`src/rtl/phy_link_pkg.sv`:
```
// phy_link_pkg: shared types and constants for the GT RX link controller.
// Holds state encodings, the K28.5 comma symbol and default parameters.
package phy_link_pkg;

  typedef enum logic [2:0] {
    ST_IDLE       = 3'd0,
    ST_RESET      = 3'd1,
    ST_WAIT_DONE  = 3'd2,
    ST_WAIT_ALIGN = 3'd3,
    ST_TRAIN      = 3'd4,
    ST_UP         = 3'd5
  } link_state_e;

  localparam logic [7:0] K28_5 = 8'hBC;

  localparam int unsigned DEF_RST_CYCLES   = 16;
  localparam int unsigned DEF_ALIGN_WORDS  = 64;
  localparam int unsigned DEF_LOS_TIMEOUT  = 1024;
  localparam int unsigned DEF_INIT_TIMEOUT = 65535;

  // A word carries a comma when any lane holds K28.5 flagged as K-char.
  function automatic logic comma_word(
    input logic [31:0] d,
    input logic [3:0]  k
  );
    logic hit;
    hit = 1'b0;
    for (int i = 0; i < 4; i++) begin
      hit = hit | (k[i] & (d[8*i +: 8] == K28_5));
    end
    return hit;
  endfunction

endpackage

```
`src/rtl/phy_link_ctrl_comma_det.sv`:
```
// phy_comma_det: registers a 4-lane RX word and flags K28.5 commas.
// Ports: i_clk, i_rst (async, high), rx_data[31:0], rx_charisk[3:0],
//        comma_q (comma seen in the word registered on the last edge).
module phy_comma_det
  import phy_link_pkg::*;
(
  input  logic        i_clk,
  input  logic        i_rst,
  input  logic [31:0] rx_data,
  input  logic [3:0]  rx_charisk,
  output logic        comma_q
);

  logic [31:0] data_q;
  logic [3:0]  isk_q;

  always_ff @(posedge i_clk or posedge i_rst) begin
    if (i_rst) begin
      data_q <= '0;
      isk_q  <= '0;
    end else begin
      data_q <= rx_data;
      isk_q  <= rx_charisk;
    end
  end

  assign comma_q = comma_word(data_q, isk_q);

endmodule

```
`src/rtl/phy_link_ctrl.sv`:
```
// phy_link_ctrl: GT RX bring-up, qualification and supervision FSM.
// Ports: i_clk, i_rst (async, high), i_gt_pll_lock, i_gt_rst_done,
//        i_gt_bytealign, i_gt_rx_data[31:0], i_gt_rx_charisk[3:0],
//        o_gt_rx_reset, o_rx_en, o_link_up, o_state[2:0],
//        o_link_drop_cnt[15:0] (live only with PHY_LINK_STATS_EN).
module phy_link_ctrl
  import phy_link_pkg::*;
#(
  parameter int unsigned P_RST_CYCLES   = DEF_RST_CYCLES,
  parameter int unsigned P_ALIGN_WORDS  = DEF_ALIGN_WORDS,
  parameter int unsigned P_LOS_TIMEOUT  = DEF_LOS_TIMEOUT,
  parameter int unsigned P_INIT_TIMEOUT = DEF_INIT_TIMEOUT
)(
  input  logic        i_clk,
  input  logic        i_rst,
  input  logic        i_gt_pll_lock,
  input  logic        i_gt_rst_done,
  input  logic        i_gt_bytealign,
  input  logic [31:0] i_gt_rx_data,
  input  logic [3:0]  i_gt_rx_charisk,
  output logic        o_gt_rx_reset,
  output logic        o_rx_en,
  output logic        o_link_up,
  output logic [2:0]  o_state,
  output logic [15:0] o_link_drop_cnt
);

  localparam int unsigned RW = $clog2(P_RST_CYCLES + 1);
  localparam int unsigned AW = $clog2(P_ALIGN_WORDS + 1);
  localparam int unsigned LW = $clog2(P_LOS_TIMEOUT + 1);
  localparam int unsigned TW = $clog2(P_INIT_TIMEOUT + 1);

  localparam logic [RW-1:0] RST_END = RW'(P_RST_CYCLES);
  localparam logic [AW-1:0] ALN_END = AW'(P_ALIGN_WORDS);
  localparam logic [LW-1:0] LOS_END = LW'(P_LOS_TIMEOUT);
  localparam logic [TW-1:0] TMO_END = TW'(P_INIT_TIMEOUT);

  link_state_e state_q, state_d;

  logic          comma_q;
  logic [RW-1:0] rst_q, rst_d;
  logic [AW-1:0] word_q, word_d;
  logic [LW-1:0] los_q, los_d;
  logic [TW-1:0] tmo_q, tmo_d;
  logic          tmo_hit;
  logic          init_st;

  phy_comma_det u_comma_det (
    .i_clk      (i_clk),
    .i_rst      (i_rst),
    .rx_data    (i_gt_rx_data),
    .rx_charisk (i_gt_rx_charisk),
    .comma_q    (comma_q)
  );

  // Next counter values; all saturate at their end value.
  assign rst_d = (rst_q == RST_END) ? rst_q
               : rst_q + RW'(1);
  assign tmo_d = (tmo_q == TMO_END) ? tmo_q
               : tmo_q + TW'(1);

  always_comb begin
    word_d = '0;
    if (comma_q) begin
      word_d = (word_q == ALN_END) ? word_q
             : word_q + AW'(1);
    end
  end

  always_comb begin
    los_d = '0;
    if (!comma_q) begin
      los_d = (los_q == LOS_END) ? los_q
            : los_q + LW'(1);
    end
  end

  assign tmo_hit = (tmo_q == TMO_END);
  assign init_st = (state_q == ST_WAIT_DONE)
                 | (state_q == ST_WAIT_ALIGN)
                 | (state_q == ST_TRAIN);

  always_ff @(posedge i_clk or posedge i_rst) begin
    if (i_rst) begin
      state_q <= ST_IDLE;
    end else begin
      state_q <= state_d;
    end
  end

  // Lock loss beats everything; retry conditions beat advancing.
  always_comb begin
    state_d = state_q;
    if (state_q != ST_IDLE && !i_gt_pll_lock) begin
      state_d = ST_IDLE;
    end else begin
      case (state_q)
        ST_IDLE: begin
          if (i_gt_pll_lock) state_d = ST_RESET;
        end
        ST_RESET: begin
          if (rst_d == RST_END) state_d = ST_WAIT_DONE;
        end
        ST_WAIT_DONE: begin
          if (tmo_hit)            state_d = ST_RESET;
          else if (i_gt_rst_done) state_d = ST_WAIT_ALIGN;
        end
        ST_WAIT_ALIGN: begin
          if (tmo_hit)             state_d = ST_RESET;
          else if (i_gt_bytealign) state_d = ST_TRAIN;
        end
        ST_TRAIN: begin
          if (!i_gt_bytealign || tmo_hit)
            state_d = ST_RESET;
          else if (word_d == ALN_END)
            state_d = ST_UP;
        end
        ST_UP: begin
          if (los_d == LOS_END || !i_gt_bytealign
              || !i_gt_rst_done)
            state_d = ST_RESET;
        end
        default: state_d = ST_IDLE;
      endcase
    end
  end

  // Each counter runs only while its state persists, so it reads 0
  // on the first cycle of every state entry.
  always_ff @(posedge i_clk or posedge i_rst) begin
    if (i_rst) begin
      rst_q  <= '0;
      word_q <= '0;
      los_q  <= '0;
      tmo_q  <= '0;
    end else begin
      rst_q  <= (state_q == ST_RESET && state_d == ST_RESET)
              ? rst_d : '0;
      word_q <= (state_q == ST_TRAIN && state_d == ST_TRAIN)
              ? word_d : '0;
      los_q  <= (state_q == ST_UP && state_d == ST_UP)
              ? los_d : '0;
      tmo_q  <= (init_st && state_d == state_q)
              ? tmo_d : '0;
    end
  end

  // Outputs decode the next state so they flip with the state register.
  always_ff @(posedge i_clk or posedge i_rst) begin
    if (i_rst) begin
      o_gt_rx_reset <= 1'b0;
      o_rx_en       <= 1'b0;
      o_link_up     <= 1'b0;
    end else begin
      o_gt_rx_reset <= (state_d == ST_RESET);
      o_rx_en       <= (state_d == ST_UP);
      o_link_up     <= (state_d == ST_UP);
    end
  end

  assign o_state = state_q;

`ifdef PHY_LINK_STATS_EN
  logic [15:0] drop_q;

  always_ff @(posedge i_clk or posedge i_rst) begin
    if (i_rst) begin
      drop_q <= '0;
    end else if (state_q == ST_UP && state_d != ST_UP
                 && drop_q != 16'hFFFF) begin
      drop_q <= drop_q + 16'd1;
    end
  end

  assign o_link_drop_cnt = drop_q;
`else
  assign o_link_drop_cnt = 16'h0000;
`endif

endmodule

```
`config.mk`:
```
export PLATFORM = sky130hd
export DESIGN_NAME = phy_link_ctrl
export DESIGN_NICKNAME = d
export VERILOG_FILES = /design/src/rtl/phy_link_pkg.sv /design/src/rtl/phy_link_ctrl_comma_det.sv /design/src/rtl/phy_link_ctrl.sv
export SDC_FILE = /design/constraint.sdc
export NUM_CORES = 1
export LEC_CHECK = 0
export BUFFER_PORTS_ARGS = -buffer_cell sky130_fd_sc_hd__buf_2
export CAP_MARGIN = 20
export CORE_UTILIZATION = 49
export CTS_BUF_LIST = sky130_fd_sc_hd__clkbuf_4 sky130_fd_sc_hd__clkbuf_8 sky130_fd_sc_hd__clkbuf_16
export CTS_CLUSTER_DIAMETER = 40
export DETAILED_ROUTE_END_ITERATION = 10
export PLACE_DENSITY = 0.73
export SYNTH_ARGS = -nofsm -noshare
export SYNTH_HDL_FRONTEND = slang
export SYNTH_SLANG_ARGS = --single-unit
```
`constraint.sdc`:
```
create_clock -name i_clk -period 3 [get_ports i_clk]
set_input_delay 0.45 -clock i_clk [delete_from_list [all_inputs] [get_ports i_clk]]
set_output_delay 0.45 -clock i_clk [all_outputs]
set_load 0.01 [all_outputs]
```
After elaboration in Yosys (flattened, before gate mapping)
Index checks and enable logic that the tools add are counted.
Operators by class
  $add $sub $neg: 4
  equality and inequality tests: 21
  multiplexer cells: 21
  bitwise gates (word level): 9
  reductions and logical operators: 13
Operators by type and width (count)
  $mux 11: 3
  $eq 8x8->1 const B: 4
  $mux 16: 2
  $mux 3: 10
  $eq 11x11->1 const B: 2
  $mux 7: 3
  $pmux 3 s6: 1
  $add 16x1->16 const B: 1
  $eq 16x16->1 const B: 1
  $eq 7x7->1 const B: 2
  $eq 3x3->1 const B: 4
  $add 11x1->11 const B: 1
  $eq 5x5->1 const B: 2
  $mux 5: 2
  $add 7x1->7 const B: 1
  $eq 3x1->1 const B: 2
  $eq 3x2->1 const B: 2
  $add 5x1->5 const B: 1
  $logic_and 1x1->1: 5
  $or 1x1->1: 5
  $and 1x1->1: 4
  $eq 3x3->1: 1
  $logic_not 1->1: 3
  $logic_not 3->1: 1
  3 further kinds: 5
Word-level totals
  register bits after elaboration: 80
  input bits: 41
  output and inout port bits: 22
  logic and storage cells: 77

Logic depth before layout (Yosys ltp)
Gate-level depths: netlist of run 1.
  word-level depth: 15
  mapped depth: 11
  depth with buffers taken out: 9

Hierarchy
From an unflattened synthesis of run 1, not the netlist that was laid out.
Second synthesis, totals
  cells, all modules: 379
  area, all modules: 3829.9 sq um
Modules (own cells, without submodules)
  phy_link_ctrl: times used 1, cells an instance 329, area an instance 2819.0 sq um, seq. area each 1101.1 sq um
  phy_comma_det: times used 1, cells an instance 50, area an instance 1011.0 sq um, seq. area each 900.9 sq um

Worst setup path after synthesis of run 1
Ideal clock, no wire load.
  path type: reg2reg
  from: register word_q[0]
  to: register tmo_q[12]
  setup time: 0.126 ns
  arrival time: 2.173 ns
  data required time: 2.874 ns
  slack: 0.701 ns
  stages on the path, launching flop included: 12
  path buffers: 2
  clock period less this slack: 2.299 ns
  cell sequence: dfrtp_1 -> inv_1 -> ha_1 -> nor3b_2 -> and3_1 -> buf_6 -> or4_1 -> a32oi_1 -> nand2_1 -> a31oi_4 -> buf_6 -> nor3_2
On the way
  cells in the longest elaborated chain, start to end: 11
  elaborated cells between the ends (all ways): 13
  classes of those cells: 1 x add/sub; 4 x eq/ne; 7 x mux; 1 x reduce/logical
RTL lines
  start, declared: line phy_link_ctrl.sv:42  | logic [AW-1:0] word_q, word_d;
  start signal, assigned: line phy_link_ctrl.sv:139  | word_q <= (state_q == ST_TRAIN && state_d == ST_TRAIN)
  $add 7x1->7 or $eq 7x7->1 (tied branches): line phy_link_ctrl.sv:66, phy_link_ctrl.sv:65
  $mux 7 *: line phy_link_ctrl.sv:65  | word_d = (word_q == ALN_END) ? word_q
  $mux 7 *: line phy_link_ctrl.sv:64  | if (comma_q) begin
  $eq 7x7->1 *: line phy_link_ctrl.sv:115  | else if (word_d == ALN_END)
  $mux 3 *: line phy_link_ctrl.sv:115
  $mux 3 *: line phy_link_ctrl.sv:113  | if (!i_gt_bytealign || tmo_hit)
  $pmux 3 s6 *: line phy_link_ctrl.sv:97  | case (state_q)
  $mux 3 *: line phy_link_ctrl.sv:94  | if (state_q != ST_IDLE && !i_gt_pll_lock) begin
  $eq 3x3->1 *: line phy_link_ctrl.sv:143  | tmo_q <= (init_st && state_d == state_q)
  $logic_and 1x1->1 *: line phy_link_ctrl.sv:143
  $ne 2x2->1 (no line) or $mux 16 (tied branches)
  end signal, assigned: line phy_link_ctrl.sv:143
  end, declared: line phy_link_ctrl.sv:44  | logic [TW-1:0] tmo_q, tmo_d;
Every way passes the cells marked *; elsewhere a longest branch is shown, timed or not.
A chain may end at the register's enable or synchronous reset.

Final worst setup path of run 1
  from: register word_q[0]
  to: register tmo_q[1]
The elaborated chain is that of the path after synthesis.

==> results.py, run 1 <==
metrics = {
    "timing": {
        "timing.final.crit_share": 0.842,
        "slew_headroom": 0.563,
        "tightest_slew_ns": 0.655,
        "finClkSkew_ns": 0.00744,
        "rsz0062_at_grt": "false",
        "fin_crit_ns": 2.53,
        "setup_viol": 0,
        "fmax_ghz": 0.396,
        "maxSlewViolCount": 0,
        "hold_viol": 0,
        "tns_ns": 0,
    },
    "cells_and_area": {
        "fin_util": 0.553,
        "fillers": 707,
        "multi_input_area_sq_um": 1670,
        "seq_area_sq_um": 2000,
        "final_nets": 468,
        "antenna_cells": 0,
        "drive_gt1_frac": 0.180,
        "area_growth_pct": 9.62,
    },
    "drt": {
        "vias": 2723,
        "routed_via_density": 5.19,
        "drt_first_pass_iters": 4,
        "wirelength_mm": 6.80,
        "drt_iter0_markers": 149,
        "wl_per_cell_um": 12.9,
        "drc": 0,
        "ant_nets": 0,
    },
    "synth": {
        "ys_warn_count": 0,
        "synth_area_sq_um": 3880,
        "syn_avg_cell_area_sq_um": 10.3,
        "synth.most_common_cell": "dfrtp_1",
        "synthCells": 375,
        "synth.distinct_cells": 52,
        "yosys.area.top_type_share": 0.516,
        "ys_ff_latch": 80,
        "synth_edf_count": 0,
        "ys_seq_area_frac": 0.516,
        "synth_top_area_cell": "dfrtp_1",
        "synth_common_cells": "dfrtp_1 (80), nor2_1 (43), nand2_1 (37), xnor2_1 (18), buf_4 (17)",
        "synth_ff_type": "dfrtp_1",
        "synth_area_leaders": "dfrtp_1 (52%), nor2_1 (4.2%), xnor2_1 (4.1%)",
        "synth-async-reset-ratio": 1.00,
    },
    "outcome": {
        "outcome": "completed",
    },
    "cts": {
        "cts_buffer_depth": 2,
        "worstSkewPairLatency_ns": 0.34,
        "post_cts_resized": 0,
        "cts_buffers": 9,
        "h-tree-depth": 3,
        "cts_sinks": 80,
        "cts-root-buf": "clkbuf_8",
        "path_clk_slew_ns": 0.07,
        "cts_hold_buffers": 0,
        "cts_tree": "yes",
        "cts_setup_buffers": 0,
    },
    "setup_path": {
        "crit_type": "flop to flop",
        "cp_max_fo": 16,
        "crit_slowest_cell": "a31oi_4",
        "worst_r2r_path_depth": 9,
        "cp_slowest_stage_delay_ns": 0.46,
        "r2r-start": "word_q[0]",
        "worstPathArrival_ns": 2.73,
        "cp-start-kind": "flop",
        "path_cells": "inv_1 -> ha_1 -> nor3b_2 -> and3_1 -> or4_1 -> a32oi_1 -> nand2_1 -> a31oi_4 -> nor4b_1",
        "rrSetupSlack_ns": 0.47,
        "endpoint_kind": "flop",
        "worstPathRequired_ns": 3.21,
        "r2r-end": "tmo_q[1]",
    },
    "placed_design": {
        "hpwl_mm": 4.81,
        "port_buffers": 46,
        "gp_congestion": 0.810,
    },
    "power_and_ir_drop": {
        "seqPwrFrac": 0.601,
        "power.share.clock": 0.354,
        "p_int_mw": 1.43,
        "ir_drop_uv": 342,
        "pwr-share-comb": 0.046,
        "finalPower_mw": 1.86,
        "switchingPower_uw": 422,
        "cellPowerDensity_nw_per_um2": 437,
        "p_leak_nw": 1.92,
        "netSwitchingFraction": 0.228,
    },
    "min_path": {
        "worstHoldPathType": "input pin to asynchronous set/reset pin",
    },
    "global_route": {
        "overflow": 0,
        "grt_pass1_wl_mm": 12.2,
        "antenna_found_initial": 0,
        "grt_usage": 0.187,
        "grt_start_max_net_pins": 33,
        "grt_pass1_vias": 2766,
    },
    "floorplan": {
        "rows": 32,
        "die_w_um": 90.9,
        "die_area_sq_um": 8270,
        "die_h_um": 90.9,
        "core_sq_um": 7690,
        "io_pins": 63,
        "start_util": 0.504,
    },
    "job": {
        "drv_cap": 0,
    },
}
## flip-flops by register name, summed over array words and instances (netlist names)
signal              cells
u_comma_det.data_q     32
o_link_up               1
tmo_q                  16
o_gt_rx_reset           1
u_comma_det.isk_q       4
los_q                  11
o_state                 3
word_q                  7
rst_q                   5
## power by group through the flow
stage / registers [mW] / logic, mW / clock network, mW
after detailed placement: 1.14 / 0.0871 / 0
after CTS: 1.11 / 0.0873 / 0.678
final: 1.11 / 0.0850 / 0.656
after global routing: 1.12 / 0.0990 / 0.730
after global placement: 1.14 / 0.0851 / 0
after floorplan: 1.13 / 0.0642 / 0
## critical path, delay by kind of cell (launching register included)
| family | cells | cell delay (ns) |
|---|---|---|
| flip-flops | 1 | 0.37 |
| AND/OR/NAND/NOR | 5 | 1.06 |
| adder cells (fa/ha/maj) | 1 | 0.19 |
| buffers and inverters | 1 | 0.09 |
| AO/OA/AOI/OAI | 2 | 0.66 |
## placed cells by master, fill, tap and decap left out, types with 7 or more instances in the layout
cell / count
nand3_1: 15
nor3_1: 16
ha_1: 7
inv_1: 11
dfrtp_1: 80
buf_2: 46
xor2_1: 16
nor4_1: 9
nor2_1: 43
and3_1: 7
conb_1: 16
nand4_1: 14
xnor2_1: 18
clkbuf_8: 9
nand2_1: 37
## layer usage
| layer | global-route usage | up-vias | share of wire |
|---|---|---|---|
| li1 | - | 1344 | - |
| met2 | 0.314 | 68 | 0.47 |
| met5 | 0 | - | 0 |
| met1 | 0.239 | 1300 | 0.47 |
| met4 | 0.0847 | 0 | 0.020 |
| met3 | 0.0268 | 11 | 0.043 |
## how the worst max path moves through the flow
stage / startpoint / to / depth (start not counted)
3_3_place_gp: word_q[0] / tmo_q[14] / 9
3_5_place_dp: word_q[0] / tmo_q[7] / 9
4_1_cts: word_q[0] / tmo_q[0] / 9
5_1_grt: word_q[0] / tmo_q[2] / 9
6_report: word_q[0] / tmo_q[1] / 9
2_1_floorplan: i_rst / los_q[0] / 1
## metrics by stage
stage               setup WS, ns  area (sq um)  hold slack (ns)  std cells
floorplan                  0.498          3930            0.443        390
global placement           0.566          4090            0.459        511
detailed placement         0.472          4090            0.495        511
CTS                        0.465          4250            0.190        525
global route               0.291          4250            0.197        525
finish                     0.474          4250            0.192        525
## logic make-up after synthesis
group / after synthesis / synth area share
DFF: 80 / 0.516
other: 1 / 0.000967
buffers and inverters: 42 / 0.0681
xor gates and xnor gates: 34 / 0.0768
AOI/OAI and AO/OA: 25 / 0.0529
muxes: 6 / 0.0158
adders and majority gates: 7 / 0.0226
and+or+nand+nor: 180 / 0.246
## final cells by class
type	instances	area share
sequential	80	0.471
multi-input combinational	268	0.392
timing repair buffer	49	0.0595
clock buffer	10	0.0309
tap	102	0.0300
inverter	12	0.0106
clock inverter	4	0.00559
No activity file was read; power rests on OpenSTA's default activity.
==> run 2, diff against run 1 <==
--- a/config.mk
+++ b/config.mk
@@ -11,7 +11,7 @@
 export CTS_BUF_LIST = sky130_fd_sc_hd__clkbuf_4 sky130_fd_sc_hd__clkbuf_8 sky130_fd_sc_hd__clkbuf_16
 export CTS_CLUSTER_DIAMETER = 40
 export DETAILED_ROUTE_END_ITERATION = 10
-export PLACE_DENSITY = 0.73
+export PLACE_DENSITY = 0.76
 export SYNTH_ARGS = -nofsm -noshare
 export SYNTH_HDL_FRONTEND = slang
 export SYNTH_SLANG_ARGS = --single-unit
==> constraint.sdc (replaced) <==
create_clock -name i_clk -period 2.29 [get_ports i_clk]
set_input_delay 0.3435 -clock i_clk [delete_from_list [all_inputs] [get_ports i_clk]]
set_output_delay 0.3435 -clock i_clk [all_outputs]
set_load 0.01 [all_outputs]
==> results.py, run 2 (same netlist as run 1, synthesis figures left out) <==
metrics = {
    "cells_and_area": {
        "fillers": 682,
        "layout_common_cells": "dfrtp_1 (78), buf_2 (46), nor2_1 (43)",
        "final_nets": 488,
        "fin_util": 0.594,
        "layout_commonest_cell": "dfrtp_1",
        "drive_gt1_frac": 0.259,
        "area_growth_pct": 17.8,
        "antenna_cells": 0,
        "largest_reg_flops": 32,
        "top_register": "u_comma_det.data_q",
        "largestRegisters": "u_comma_det.data_q: 32 flops, tmo_q: 16 flops, los_q: 11 flops",
    },
    "cts": {
        "cts_buffer_depth": 2,
        "cts_sinks": 80,
        "cts-root-buf": "clkbuf_8",
        "cts_hold_buffers": 0,
        "cts_tree": "yes",
        "cts_buffers": 9,
        "path_clk_slew_ns": 0.08,
        "worstSkewPairLatency_ns": 0.35,
        "h-tree-depth": 3,
    },
    "floorplan": {
        "io_pins": 63,
        "rows": 32,
        "die_area_sq_um": 8270,
        "die_w_um": 90.9,
        "die_h_um": 90.9,
        "core_sq_um": 7690,
        "start_util": 0.504,
    },
    "setup_path": {
        "crit_type": "flop to flop",
        "worstPathRequired_ns": 2.48,
        "r2r-start": "los_q[3]",
        "worstPathArrival_ns": 2.49,
        "path_cells": "buf_6 -> nor4_4 -> nand4_1 -> nor3b_2 -> a21oi_2 -> nand4_1 -> o311ai_4 -> buf_6 -> nor3_1",
        "crit_slowest_cell": "dfrtp_2",
        "startpoint": "los_q[3]",
        "cp-start-kind": "flop",
        "cp_slowest_stage_delay_ns": 0.43,
        "cp_max_fo": 6,
        "endpoint_kind": "flop",
    },
    "timing": {
        "slew_headroom": 0.492,
        "maxSlewViolCount": 0,
        "tightest_slew_ns": 0.759,
        "setup_viol": 1,
        "finClkSkew_ns": 0.0136,
        "timing.final.crit_share": 1.00,
        "setup_slack_ns": -0.00688,
        "fin_crit_ns": 2.30,
        "tns_ns": -0.00688,
        "fmax_ghz": 0.435,
        "hold_viol": 0,
        "rsz0062_at_grt": "true",
    },
    "placed_design": {
        "port_buffers": 46,
        "gp_congestion": 0.796,
        "pre_cts_ws_ns": -0.000109,
        "hpwl_mm": 4.92,
    },
    "power_and_ir_drop": {
        "ir_drop_uv": 475,
        "p_leak_nw": 2.09,
        "cellPowerDensity_nw_per_um2": 541,
    },
    "global_route": {
        "overflow": 0,
        "grt_usage": 0.177,
        "antenna_found_initial": 0,
        "grt_pass1_vias": 2705,
        "grt_pass1_wl_mm": 11.7,
        "grt_start_max_net_pins": 39,
    },
    "outcome": {
        "outcome": "complete, but fails checks",
        "violations": "design-rule violations, negative setup slack",
    },
    "drt": {
        "vias": 2799,
        "ant_nets": 0,
        "wl_per_cell_um": 12.8,
        "routed_via_density": 5.13,
        "drt_iter0_markers": 176,
        "wirelength_mm": 6.98,
        "drt_first_pass_iters": 7,
        "drc": 1,
    },
    "min_path": {
        "min_from": "i_gt_rx_data[14]",
        "worstHoldPathType": "input pin to flop",
    },
    "job": {
        "drv_cap": 0,
    },
}
run 2: cell types whose count changed in the layout (fill, tap and decap cells not counted), moves of 3 or more:
cell	delta
nor3_4	+3
buf_6	+3
nor4_1	-3
nor3_1	-4
buf_4	+15
inv_6	+3
run 2: final timing paths:
path,endpoint,slack [ns],cells past startpoint
max reg2reg,los_q[9],-0.007,9
min in group asynchronous,u_comma_det.data_q[13],0.12,2
max,los_q[9],-0.007,9
min,u_comma_det.data_q[14],0.1,1
max in group asynchronous,los_q[4],1.56,3
min reg2reg,tmo_q[0],0.48,1
run 2: final cells by class:
| cell class | instances | area (sq um) | area share |
|---|---|---|---|
| well taps | 102 | 128 | 0.0280 |
| flip-flops and latches | 80 | 2000 | 0.439 |
| repair buffers | 69 | 439 | 0.0962 |
| clock buffers | 9 | 124 | 0.0271 |
| clock inverters | 6 | 41.3 | 0.00904 |
| multi-input cells | 268 | 1780 | 0.390 |
| inverters | 12 | 48.8 | 0.0107 |
run 2: power by group:
part | total, mW | switching [mW] | internal [mW]
combinational | 0.124 | 0.0737 | 0.0502
clock | 0.885 | 0.492 | 0.393
sequential | 1.46 | 0.0124 | 1.45
total | 2.47 | 0.578 | 1.89
run 2: worst max-delay path: cells and delay by family (launching register included):
family	cells	cell delay [ns]
simple gates	5	0.82
buf+inv	2	0.34
compound gates	2	0.55
flops	1	0.43
run 2: what timing repair did:
item	4_1_cts	5_1_grt
gates cloned	0	0
setup buffers	0	6
hold endpoints to repair	0	0
setup endpoints to repair	3	28
resized for setup	1	25
pin swaps	0	7
run 2: metrics by stage:
step                std cells  hold WS (ns)  area [sq um]  total power [mW]
CTS                       540        0.0840          4400              2.50
detailed placement        525         0.453          4230              1.61
global route              546        0.0774          4570              2.57
finish                    546        0.0993          4570              2.47
global placement          525         0.451          4230              1.61
floorplan                 390         0.375          3940              1.57
run 2: per-layer routing:
metal / track usage / part of all wire / vias to the layer above / routed length, um
met5: 0 / 0 / - / 0
met4: 0.0595 / 0.015 / 0 / 108
met3: 0.0486 / 0.051 / 10 / 353
met2: 0.290 / 0.49 / 77 / 3420
met1: 0.229 / 0.44 / 1325 / 3090
li1: - / - / 1387 / -
